## config.mk

```make
export PLATFORM = sky130hd
export DESIGN_NAME = vga_sync_gen
export DESIGN_NICKNAME = d
export VERILOG_FILES = /design/src/rtl/vga_pkg.sv /design/src/rtl/vga_axis_counter.sv /design/src/rtl/vga_sync_gen.sv
export SDC_FILE = /design/constraint.sdc
export NUM_CORES = 1
export LEC_CHECK = 0
export ABC_CLOCK_PERIOD_IN_PS = 2050
export CAP_MARGIN = 20
export CORE_ASPECT_RATIO = 1.75
export CORE_MARGIN = 3
export CORE_UTILIZATION = 35
export CTS_CLUSTER_SIZE = 14
export DETAILED_ROUTE_END_ITERATION = 6
export PLACE_DENSITY = 0.6
export SLEW_MARGIN = 20
export SYNTH_ARGS = -nofsm -noshare
export SYNTH_HDL_FRONTEND = slang
export SYNTH_SLANG_ARGS = --single-unit
```

## constraint.sdc

```tcl
create_clock -name clock -period 2.05 [get_ports clock]
set_input_delay 0.3075 -clock clock [delete_from_list [all_inputs] [get_ports clock]]
set_output_delay 0.3075 -clock clock [all_outputs]
set_load 0.005 [all_outputs]
```

## src/rtl/vga_pkg.sv

```systemverilog
// Shared VGA timing defaults and coordinate types.
// Constants only, so there is no latency and no backpressure.
package vga_pkg;
   localparam int COORD_W   = 10;
   localparam int MAX_TOTAL = 1 << COORD_W;

   localparam int H_VISIBLE = 640;
   localparam int H_FRONT   = 16;
   localparam int H_SYNC    = 96;
   localparam int H_BACK    = 48;
   localparam int V_VISIBLE = 480;
   localparam int V_FRONT   = 10;
   localparam int V_SYNC    = 2;
   localparam int V_BACK    = 33;

   localparam int H_TOTAL = H_VISIBLE + H_FRONT + H_SYNC + H_BACK;
   localparam int V_TOTAL = V_VISIBLE + V_FRONT + V_SYNC + V_BACK;

   typedef logic [COORD_W-1:0] coord_t;
   // One bit wider than coord_t, so that a TOTAL of 1024 still compares correctly.
   typedef logic [COORD_W:0]   span_t;
endpackage

```

## src/rtl/vga_axis_counter.sv

```systemverilog
// Wrap counter for one axis: count is registered; wrap, next_count and the sync/visible decodes are combinational.
// The decodes describe the value count takes on the next edge. The block advances whenever advance=1 and has no backpressure.
module vga_axis_counter
   import vga_pkg::*;
#(
   parameter int TOTAL      = H_TOTAL,
   parameter int SYNC_START = H_VISIBLE + H_FRONT,
   parameter int SYNC_END   = H_VISIBLE + H_FRONT + H_SYNC,
   parameter int VISIBLE    = H_VISIBLE
) (
   input  logic   clock,
   input  logic   reset_n,
   input  logic   advance,
   output coord_t count,
   output coord_t next_count,
   output logic   wrap,
   output logic   in_sync,
   output logic   in_visible
);
   localparam coord_t LAST = coord_t'(TOTAL - 1);

   coord_t count_q;
   coord_t count_d;
   span_t  next_ext;

   assign wrap = advance && (count_q == LAST);

   always_comb begin
      count_d = count_q;
      if (wrap) begin
         count_d = '0;
      end else if (advance) begin
         count_d = count_q + coord_t'(1);
      end
   end

   assign next_ext   = {1'b0, count_d};
   assign in_sync    = (next_ext >= span_t'(SYNC_START)) && (next_ext < span_t'(SYNC_END));
   assign in_visible = next_ext < span_t'(VISIBLE);
   assign next_count = count_d;
   assign count      = count_q;

   always_ff @(posedge clock or negedge reset_n) begin
      if (!reset_n) begin
         count_q <= LAST;
      end else begin
         count_q <= count_d;
      end
   end
endmodule

```

## src/rtl/vga_sync_gen.sv

```systemverilog
// VGA 640x480@60 sync generator: every output is registered and aligned with h_count/v_count; no backpressure.
// Define VGA_SYNC_LOOKAHEAD_EN to add the next_h/next_v/next_display_en look-ahead outputs.
module vga_sync_gen
   import vga_pkg::*;
#(
   parameter int   H_VISIBLE = vga_pkg::H_VISIBLE,
   parameter int   H_FRONT   = vga_pkg::H_FRONT,
   parameter int   H_SYNC    = vga_pkg::H_SYNC,
   parameter int   H_BACK    = vga_pkg::H_BACK,
   parameter int   V_VISIBLE = vga_pkg::V_VISIBLE,
   parameter int   V_FRONT   = vga_pkg::V_FRONT,
   parameter int   V_SYNC    = vga_pkg::V_SYNC,
   parameter int   V_BACK    = vga_pkg::V_BACK,
   parameter logic HSYNC_POL = 1'b0,
   parameter logic VSYNC_POL = 1'b0
) (
   input  logic       clock,
   input  logic       reset_n,
   output logic       hsync,
   output logic       vsync,
   output logic       display_en,
   output coord_t     h_count,
   output coord_t     v_count,
   output logic       line_start,
   output logic       frame_start,
   output logic [7:0] frame_count
`ifdef VGA_SYNC_LOOKAHEAD_EN
   ,
   output coord_t     next_h,
   output coord_t     next_v,
   output logic       next_display_en
`endif
);
   localparam int H_TOTAL  = H_VISIBLE + H_FRONT + H_SYNC + H_BACK;
   localparam int V_TOTAL  = V_VISIBLE + V_FRONT + V_SYNC + V_BACK;
   localparam int HS_START = H_VISIBLE + H_FRONT;
   localparam int HS_END   = HS_START + H_SYNC;
   localparam int VS_START = V_VISIBLE + V_FRONT;
   localparam int VS_END   = VS_START + V_SYNC;

   if (H_TOTAL > MAX_TOTAL) begin : g_h_total_illegal
      $fatal(1, "vga_sync_gen: H_TOTAL exceeds the 10-bit coordinate range");
   end
   if (V_TOTAL > MAX_TOTAL) begin : g_v_total_illegal
      $fatal(1, "vga_sync_gen: V_TOTAL exceeds the 10-bit coordinate range");
   end

   coord_t h_next, v_next;
   logic   h_wrap, v_wrap, h_in_sync, v_in_sync, h_in_vis, v_in_vis;

   vga_axis_counter #(
      .TOTAL(H_TOTAL), .SYNC_START(HS_START), .SYNC_END(HS_END), .VISIBLE(H_VISIBLE)
   ) u_h_axis (
      .clock(clock), .reset_n(reset_n), .advance(1'b1),
      .count(h_count), .next_count(h_next), .wrap(h_wrap),
      .in_sync(h_in_sync), .in_visible(h_in_vis)
   );

   vga_axis_counter #(
      .TOTAL(V_TOTAL), .SYNC_START(VS_START), .SYNC_END(VS_END), .VISIBLE(V_VISIBLE)
   ) u_v_axis (
      .clock(clock), .reset_n(reset_n), .advance(h_wrap),
      .count(v_count), .next_count(v_next), .wrap(v_wrap),
      .in_sync(v_in_sync), .in_visible(v_in_vis)
   );

   logic       hsync_q, vsync_q, display_en_q, line_start_q, frame_start_q, started_q;
   logic       hsync_d, vsync_d, display_en_d, line_start_d, frame_start_d;
   logic [7:0] frame_count_q, frame_count_d;

   // The first wrap after reset opens frame 0, so frame_count only counts once started_q is set.
   always_comb begin
      hsync_d       = h_in_sync ? HSYNC_POL : ~HSYNC_POL;
      vsync_d       = v_in_sync ? VSYNC_POL : ~VSYNC_POL;
      display_en_d  = h_in_vis && v_in_vis;
      line_start_d  = (h_next == '0);
      frame_start_d = line_start_d && (v_next == '0);
      frame_count_d = frame_count_q;
      if (v_wrap && started_q) begin
         frame_count_d = frame_count_q + 8'd1;
      end
   end

   always_ff @(posedge clock or negedge reset_n) begin
      if (!reset_n) begin
         hsync_q       <= ~HSYNC_POL;
         vsync_q       <= ~VSYNC_POL;
         display_en_q  <= 1'b0;
         line_start_q  <= 1'b0;
         frame_start_q <= 1'b0;
         frame_count_q <= 8'd0;
         started_q     <= 1'b0;
      end else begin
         hsync_q       <= hsync_d;
         vsync_q       <= vsync_d;
         display_en_q  <= display_en_d;
         line_start_q  <= line_start_d;
         frame_start_q <= frame_start_d;
         frame_count_q <= frame_count_d;
         started_q     <= 1'b1;
      end
   end

   assign hsync       = hsync_q;
   assign vsync       = vsync_q;
   assign display_en  = display_en_q;
   assign line_start  = line_start_q;
   assign frame_start = frame_start_q;
   assign frame_count = frame_count_q;

`ifdef VGA_SYNC_LOOKAHEAD_EN
   assign next_h          = h_next;
   assign next_v          = v_next;
   assign next_display_en = display_en_d;
`endif
endmodule

```

# Yosys cells after proc, flatten, opt, wreduce, memory -nomap -nowiden
# Index checks and enable logic that the tools add are counted.
# Widths: inputs -> output; s select.
[word_totals]
reg_bits = 34
word_cells = 33
in_bits = 2
[op_classes]
muxes = 5
eq_ne = 2
n_lt_le_gt_ge = 6
add_sub_neg = 3
reduce_logical = 8
[op_table]
columns = ["operator", "count"]
rows = [
  ["$mux 10", 3],
  ["$add 10x1->10 const B", 2],
  ["$eq 10x10->1 const B", 2],
  ["$logic_not 10->1", 2],
  ["$lt 10x10->1 const B", 2],
  ["$lt 10x9->1 const B", 2],
  ["$ge 10x10->1 const B", 1],
  ["$ge 10x9->1 const B", 1],
  ["$add 8x1->8 const B", 1],
  ["$logic_and 1x1->1", 6],
  ["$mux 1", 2],
]

# Logic depth before layout (Yosys ltp)
# Gate-level depths: netlist of the first run.
[logic_depth]
word_depth = 6
depth_mapped = 9
mapped_depth_nobuf = 8

# Modules after synthesis
# A second synthesis of the first run with hierarchy kept.
[hier_totals]
cells_unflattened = 182
hier_area_um2 = 1888.1
[modules_own_cells]
columns = ["mod", "seq_area_each_um2", "cells_per_inst", "instances", "area_each_um2"]
rows = [
  ["vga_axis_counter (u_v_axis)", 254.0, 70, 1, 669.4],
  ["vga_axis_counter (u_h_axis)", 259.0, 67, 1, 641.9],
  ["vga_sync_gen", 352.8, 45, 1, 576.8],
]

# Least setup slack after synthesis of the first run
# Ideal clock, no wire load.
[synth_timing]
path_type = "register to register"
startpoint = "register u_h_axis.count_q[0], in the netlist u_h_axis.count[0]"
endpoint = "register frame_start_q, in the netlist frame_start"
setup_slack_ps = -219
path_stages_with_launch = 10
synth_period_minus_slack_ps = 2269
t_arrival_ps = 2183
required_time_ps = 1964
path_buffers = 2
path_cell_list = "dfstp_2 ha_1 and4_1 buf_2 nand3_1 clkbuf_1 or3b_1 mux2i_1 nand3b_1 nor3_1"
[synth_between]
elab_chain_len = 5
word_cells_on_any_way = 9
classes_between = "add/sub (1); eq/ne (1); mux (3); reduce/logical (4)"
[synth_lines]
columns = ["item", "line", "text"]
rows = [
  ["start, declared", "vga_axis_counter.sv:22", "coord_t count_q;"],
  ["start signal, assigned", "vga_axis_counter.sv:47", "count_q <= count_d;"],
  ["branches (longest 4 deep; another with $add 10x1->10)", "--", ""],
  ["$logic_and 1x1->1 (*)", "vga_sync_gen.sv:77", "frame_start_d = line_start_d && (v_next == '0);"],
  ["net frame_start_d", "vga_sync_gen.sv:68", "logic hsync_d, vsync_d, display_en_d, line_start_d, frame_start_d;"],
  ["end signal, assigned", "vga_sync_gen.sv:98", "frame_start_q <= frame_start_d;"],
  ["end, declared", "vga_sync_gen.sv:67", "logic hsync_q, vsync_q, display_en_q, line_start_q, frame_start_q, started_q;"],
]
# Mark *: on every way through the listed nets, which the timed path passes.
# A chain may end at the register's enable or synchronous reset.

# Final worst setup path of the first run
[layout_timing]
startpoint = "register u_h_axis.count_q[1], in the netlist u_h_axis.count[1]"
endpoint = "register frame_start_q, in the netlist frame_start"
# Same word-level chain as after synthesis.

==> impl_metrics.csv, run 1 <==
group,metric,value,unit
placement,dp.cells,303,
sta,slew_viol_final,0,
cells_and_area,layout-drive-gt1-share,35.8,%
drt,top_layer,"met4",
placement,place_congestion,0.873,
drt,wl_met2,2550,microns
setup_path,path_cells,"ha_4 > and4_4 > nand3_2 > or3b_4 > mux2i_1 > nand3b_1 > nor3_1",
setup_path,critPathMaxStageDelay,550,ps
logic_synthesis,synth_cells,184,
die,chipHeight,103,microns
die,num_rows,34,
global_route,grt_overflow,0,
setup_path,critPathBufInv,0,
placement,dp_slack,-214,ps
run_status,outcome,"finished clean",
power,power.switching,0.260,mW
drt,drc,0,
setup_path,required,2250,ps
setup_path,start_kind,"flip-flop",
setup_path,crit_arrival,2240,ps
cells_and_area,syn_to_final_growth,48.0,%
logic_synthesis,ys_async_sr_fraction,100,%
sta,setup_viol,0,
clock_tree,cts_sinks,34,
run,cap_violations,0,
logic_synthesis,synthDistinctLibCells,48,
logic_synthesis,synth-xor-area-share,9.36,%
clock_tree,numCtsBuffers,5,
power,p_comb_share,1.2,%
sta,finalWorstSetupSlack,10.8,ps
logic_synthesis,ys_seq_area_share,46.3,%
logic_synthesis,synth_fa_ha_area_share,2.68,%
power,leakage,1.18,nW
hold_path,hold_path.class,"primary input to async pin",
drt,wirelength,4700,microns
clock_tree,cts_tree,"yes",
placement,dp_hpwl,3410,microns
clock_tree,cts_hold_buf,0,
logic_synthesis,synthFlopType,"dfrtp_1",
cells_and_area,diodes,0,
cells_and_area,layout_common_cells,"42 x buf_4, 34 x clkdlybuf4s50_1, 21 x dfrtp_1",
sta,hold_violations,0,
cells_and_area,multiInputGateArea,1020,sq um
power,clkPwrFrac,46.8,%
clock_tree,path_clk_slew,70,ps
power,power_density,467,nW/um^2
sta,rsz0062_at_grt,"true",
global_route,track_usage,16.4,%
cells_and_area,seqCellArea,867,sq um
drt,via_per_inst,5.19,
drt,dr.pass1.iters,4,
clock_tree,cts_htree_levels,2,
placement,portBuffers,34,
sta,hold_slack,419,ps
sta,layout_min_cycle_time,2040,ps
power,power.internal,1.03,mW
sta,finalCritPeriodShare,99.5,%
logic_synthesis,yosys.area_share.simple,23.0,%
sta,finClkSkew,10.9,ps
die,boundaryPins,35,
global_route,antenna_found_initial,0,
cells_and_area,mostFrequentLayoutCell,"buf_4",
logic_synthesis,ys_seq_elements,34,
power,total_power,1.29,mW
setup_path,cpLargestDelayFamily,"simple AND/OR/NAND/NOR gates",
power,ir_drop,475,uV
logic_synthesis,syn_nets,190,
logic_synthesis,synth_mux_area_share,2.81,%
global_route,grt_max_degree,35,
setup_path,end_kind,"flip-flop",
power,swShare,20.1,%
clock_tree,clock_path_buffers,2,
drt,drt-met1-wl,1890,microns
cells_and_area,fin_cells,314,
die,die_w,61.3,microns
clock_tree,cts-root-buf,"clkbuf_8",
global_route,grt_pass1_vias,1665,
drt,dr_wl_met3,120,microns
drt,dr_total_vias,1631,
logic_synthesis,syn_area_per_cell,10.2,sq um
sta,fmax,490,MHz
die,initial_core_util,37.0,%
logic_synthesis,yosys_warnings,0,
drt,drtIter0Drc,49,
die,die_area,6290,sq um
cells_and_area,utilization,54.7,%
logic_synthesis,syn-cell-area,1870,sq um
drt,postRouteAntennaNets,0,
die,design.core.area,5060,sq um
logic_synthesis,synth_top_family_by_area,"simple AND/OR/NAND/NOR gates",
logic_synthesis,synth_compound_area_share,9.63,%
global_route,grt_pass1_wl,7690,microns
setup_path,critPathSlowestCell,"dfstp_2",
setup_path,path_class,"flip-flop to flip-flop",
clock_tree,clk_latency,280,ps
power,seqPwrFrac,52.0,%
setup_path,critPathMaxFanout,5,
drt,wl_per_cell,15.0,microns
cells_and_area,fill_cells,462,
logic_synthesis,synth_edf_count,0,
cells_and_area,final_nets,265,
power by group through the flow:
| stage | sequential (mW) | clock, mW | combinational (mW) |
|---|---|---|---|
| final | 0.673 | 0.605 | 0.0156 |
| after global routing | 0.673 | 0.651 | 0.0194 |
| after CTS | 0.673 | 0.619 | 0.0168 |
| after detailed placement | 0.685 | 0 | 0.0169 |
| after global placement | 0.685 | 0 | 0.0169 |
| after floorplan | 0.685 | 0 | 0.000172 |
Yosys cell counts (all sizes together), types with 4 or more instances:
cell type	n	area [sq um]
ha	4	50.1
and3	5	37.5
clkbuf	6	53.8
xnor2	14	123
o21ai	9	45.0
xor2	6	52.6
nand3	12	60.1
nand2	17	63.8
nor2	10	37.5
nand4	7	43.8
dfrtp	22	551
nor3	7	35.0
dfstp	12	315
inv	10	37.5
logic make-up (layout without fill, tap and decap cells):
logic type | Yosys count | count (layout)
other | 1 | 1
AND/OR/NAND/NOR | 74 | 74
AO/OA/AOI/OAI | 27 | 27
XOR/XNOR | 20 | 20
adder cells (fa/ha/maj) | 4 | 4
buffers and inverters | 19 | 95
flip-flops | 34 | 34
multiplexers | 5 | 5
flip-flops by register name, indices dropped and copies added (netlist names):
| register | cells |
|---|---|
| frame_start | 1 |
| u_h_axis.count | 10 |
| vsync | 1 |
| started_q | 1 |
| display_en | 1 |
| frame_count | 8 |
| line_start | 1 |
| hsync | 1 |
| u_v_axis.count | 10 |
worst paths after layout:
path,startpoint,to,slack [ps],depth (start not counted)
setup / recovery,u_h_axis.count[1],frame_start,10,7
hold / removal,reset_n,u_v_axis.count[0],420,2
setup reg to reg,u_h_axis.count[1],frame_start,10,7
hold reg to reg,frame_count[7],frame_count[7],470,1
max in group asynchronous,reset_n,u_h_axis.count[3],1280,2
min in group clock,frame_count[7],frame_count[7],470,1
routing by layer:
layer | up-vias | track usage, %
met4 | 0 | 8.51
met5 | - | 0
met1 | 783 | 18.8
met2 | 36 | 28.5
li1 | 799 | -
met3 | 13 | 2.38
cell type report:
class,count,area share [%]
Clock buffer,5,2.49
Clock inverter,3,1.45
Inverter,10,1.36
Multi-Input combinational cell,131,36.9
Sequential cell,34,31.3
Tap cell,54,2.44
Timing Repair Buffer,77,24.1
metrics by stage:
| stage | TNS [ps] | area [sq um] |
|---|---|---|
| 2_1_floorplan | -571 | 1890 |
| 3_3_place_gp | -485 | 2520 |
| 5_1_grt | -314 | 2770 |
| 3_5_place_dp | -682 | 2520 |
| 4_1_cts | 0 | 2690 |
| 6_report | 0 | 2770 |
what timing repair did:
action | CTS | global route
resized for setup | 13 | 15
pin swaps | 3 | 8
setup endpoints to repair | 9 | 9
setup buffers | 0 | 3
cloned | 0 | 0
Power figures use the tool's default switching activity.
==> run 2: changes to the inputs <==
--- a/config.mk
+++ b/config.mk
@@ -9,10 +9,10 @@
 export CAP_MARGIN = 20
 export CORE_ASPECT_RATIO = 1.75
 export CORE_MARGIN = 3
-export CORE_UTILIZATION = 35
+export CORE_UTILIZATION = 37
 export CTS_CLUSTER_SIZE = 14
 export DETAILED_ROUTE_END_ITERATION = 6
-export PLACE_DENSITY = 0.6
+export PLACE_DENSITY = 0.62
 export SLEW_MARGIN = 20
 export SYNTH_ARGS = -nofsm -noshare
 export SYNTH_HDL_FRONTEND = slang
==> run 2 against run 1 <==
Against the previous run:
- the flow now finishes with violations (setup timing)
- worst hold slack gained 14 ps
- sequential share of layout area grew 0.34 points
- final cell count down 1.3%
- clock power is 17% lower
- design area down 1.2%
- sequential power barely moved
- clock skew down 9.2 ps
- worst setup slack lost 53 ps
- via count rose by 1.5%
- non-clock buffer count shrank 2
- register-to-register slack got worse by 50 ps
- routed wire length up 2.6%
- critical endpoint unchanged
- largest cell class unchanged
- largest power group unchanged
==> impl_metrics.csv, run 2 (same netlist as run 1, synthesis figures left out) <==
group,metric,value,unit
setup_path,path_class,"flip-flop to flip-flop",
clock_tree,cts-root-buf,"clkbuf_8",
sta,rsz0062_at_grt,"true",
setup_path,required,2250,ps
die,boundaryPins,35,
clock_tree,numCtsBuffers,5,
die,initial_core_util,39.1,%
clock_tree,cts_tree,"yes",
cells_and_area,fin_area,2740,sq um
cells_and_area,layout-drive-gt1-share,33.3,%
power,ir_drop,412,uV
setup_path,crit_arrival,2290,ps
cells_and_area,final_nets,263,
die,chipHeight,100,microns
sta,setup_viol,6,
clock_tree,path_clk_slew,70,ps
placement,dp_hpwl,3570,microns
drt,dr.pass1.iters,4,
drt,via_per_inst,5.34,
run_status,outcome,"finished with violations",
sta,hold_slack,433,ps
drt,wl_per_cell,15.5,microns
sta,fmax,478,MHz
placement,portBuffers,34,
sta,finalCritPeriodShare,102,%
placement,dp_slack,-159,ps
cells_and_area,layout_common_cells,"40 x buf_4, 34 x clkdlybuf4s50_1, 22 x dfrtp_1",
die,num_rows,33,
cells_and_area,fin_cells,310,
clock_tree,cts_htree_levels,2,
run_status,failed_checks,"setup timing",
cells_and_area,syn_to_final_growth,46.2,%
sta,layout_min_cycle_time,2090,ps
sta,hold_violations,0,
sta,finalWorstSetupSlack,-42.5,ps
setup_path,start_kind,"flip-flop",
placement,dp.cells,297,
drt,drtIter0Drc,46,
global_route,grt_overflow,0,
global_route,grt_pass1_wl,8010,microns
setup_path,critPathMaxFanout,4,
placement,place_congestion,0.806,
cells_and_area,mostFrequentLayoutCell,"buf_4",
setup_path,end_kind,"flip-flop",
power,leakage,1.15,nW
global_route,track_usage,17.6,%
placement,placed_cell_area,2480,sq um
hold_path,hold_path.class,"primary input to async pin",
sta,finClkSkew,1.66,ps
global_route,antenna_found_initial,0,
power,total_power,1.19,mW
drt,postRouteAntennaNets,0,
power,power_density,436,nW/um^2
cells_and_area,diodes,0,
global_route,grt_max_degree,35,
drt,drc,0,
run,cap_violations,0,
clock_tree,cts_hold_buf,0,
clock_tree,clk_latency,280,ps
drt,wirelength,4820,microns
cells_and_area,fill_cells,431,
die,design.core.area,4790,sq um
die,die_area,5980,sq um
die,die_w,59.8,microns
clock_tree,clock_path_buffers,2,
sta,slew_viol_final,0,
clock_tree,cts_sinks,34,
global_route,grt_pass1_vias,1764,
drt,dr_total_vias,1655,
==> run 2: cell count changes in the layout (fill, tap and decap cells not counted), sizes merged <==
cell    change
bufinv      -1
buf         -2
clkinv      -1
clkbuf      +2
==> run 2: area by class of cell <==
cell class,count,area [sq um],share of cell area [%]
multi-input cells,131,1020,37.4
well taps,52,65.1,2.38
flip-flops and latches,34,866,31.7
clock inverters,1,5.00,0.183
clock buffers,7,86.3,3.16
inverters,10,37.5,1.37
repair buffers,75,652,23.8
==> run 2: power by group <==
part	leakage, nW	switching, mW	internal (mW)	total (mW)
Clock	0.0482	0.234	0.271	0.504
Sequential	0.420	0.000389	0.673	0.673
Combinational	0.680	0.0130	0.00294	0.0159
==> run 2: path summary, 6_finish.rpt <==
kind	start	endpoint	slack, ps	depth (start not counted)
setup / recovery	u_v_axis.count[5]	frame_start	-40	7
hold / removal	reset_n	u_h_axis.count[7]	430	2
setup reg to reg	u_v_axis.count[5]	frame_start	-40	7
hold reg to reg	frame_count[7]	frame_count[7]	470	1
max in group asynchronous	reset_n	u_v_axis.count[3]	1280	2
min in group clock	frame_count[7]	frame_count[7]	470	1
==> run 2: stage by stage <==
| step | utilization [%] | TNS (ps) |
|---|---|---|
| floorplan | - | -571 |
| global placement | 51.9 | -215 |
| detailed placement | 51.9 | -482 |
| CTS | 54.6 | -83.2 |
| global route | 57.1 | -924 |
| finish | 57.1 | -152 |
==> run 2: worst max-delay path, cell delays in order (launching register included) <==
cell and delay [ps]:
dfrtp_1 380, or4_4 560, nor4_4 240, buf_4 180, and2b_2 220, o21ai_2 120, nand4_1 150, nor3_2 150
==> run 2: routing by layer <==
layer	GRT usage, %	part of all wire (%)	vias up
met4	10.2	4.8	0
met2	30.0	55	48
met3	3.47	3.2	20
met1	19.6	37	784
met5	0	0	-
li1	-	-	803
==> run 2: what timing repair did <==
action	4_1_cts	5_1_grt
setup buffers	0	5
pin swaps	1	9
resized for setup	9	16
setup endpoints to repair	7	8
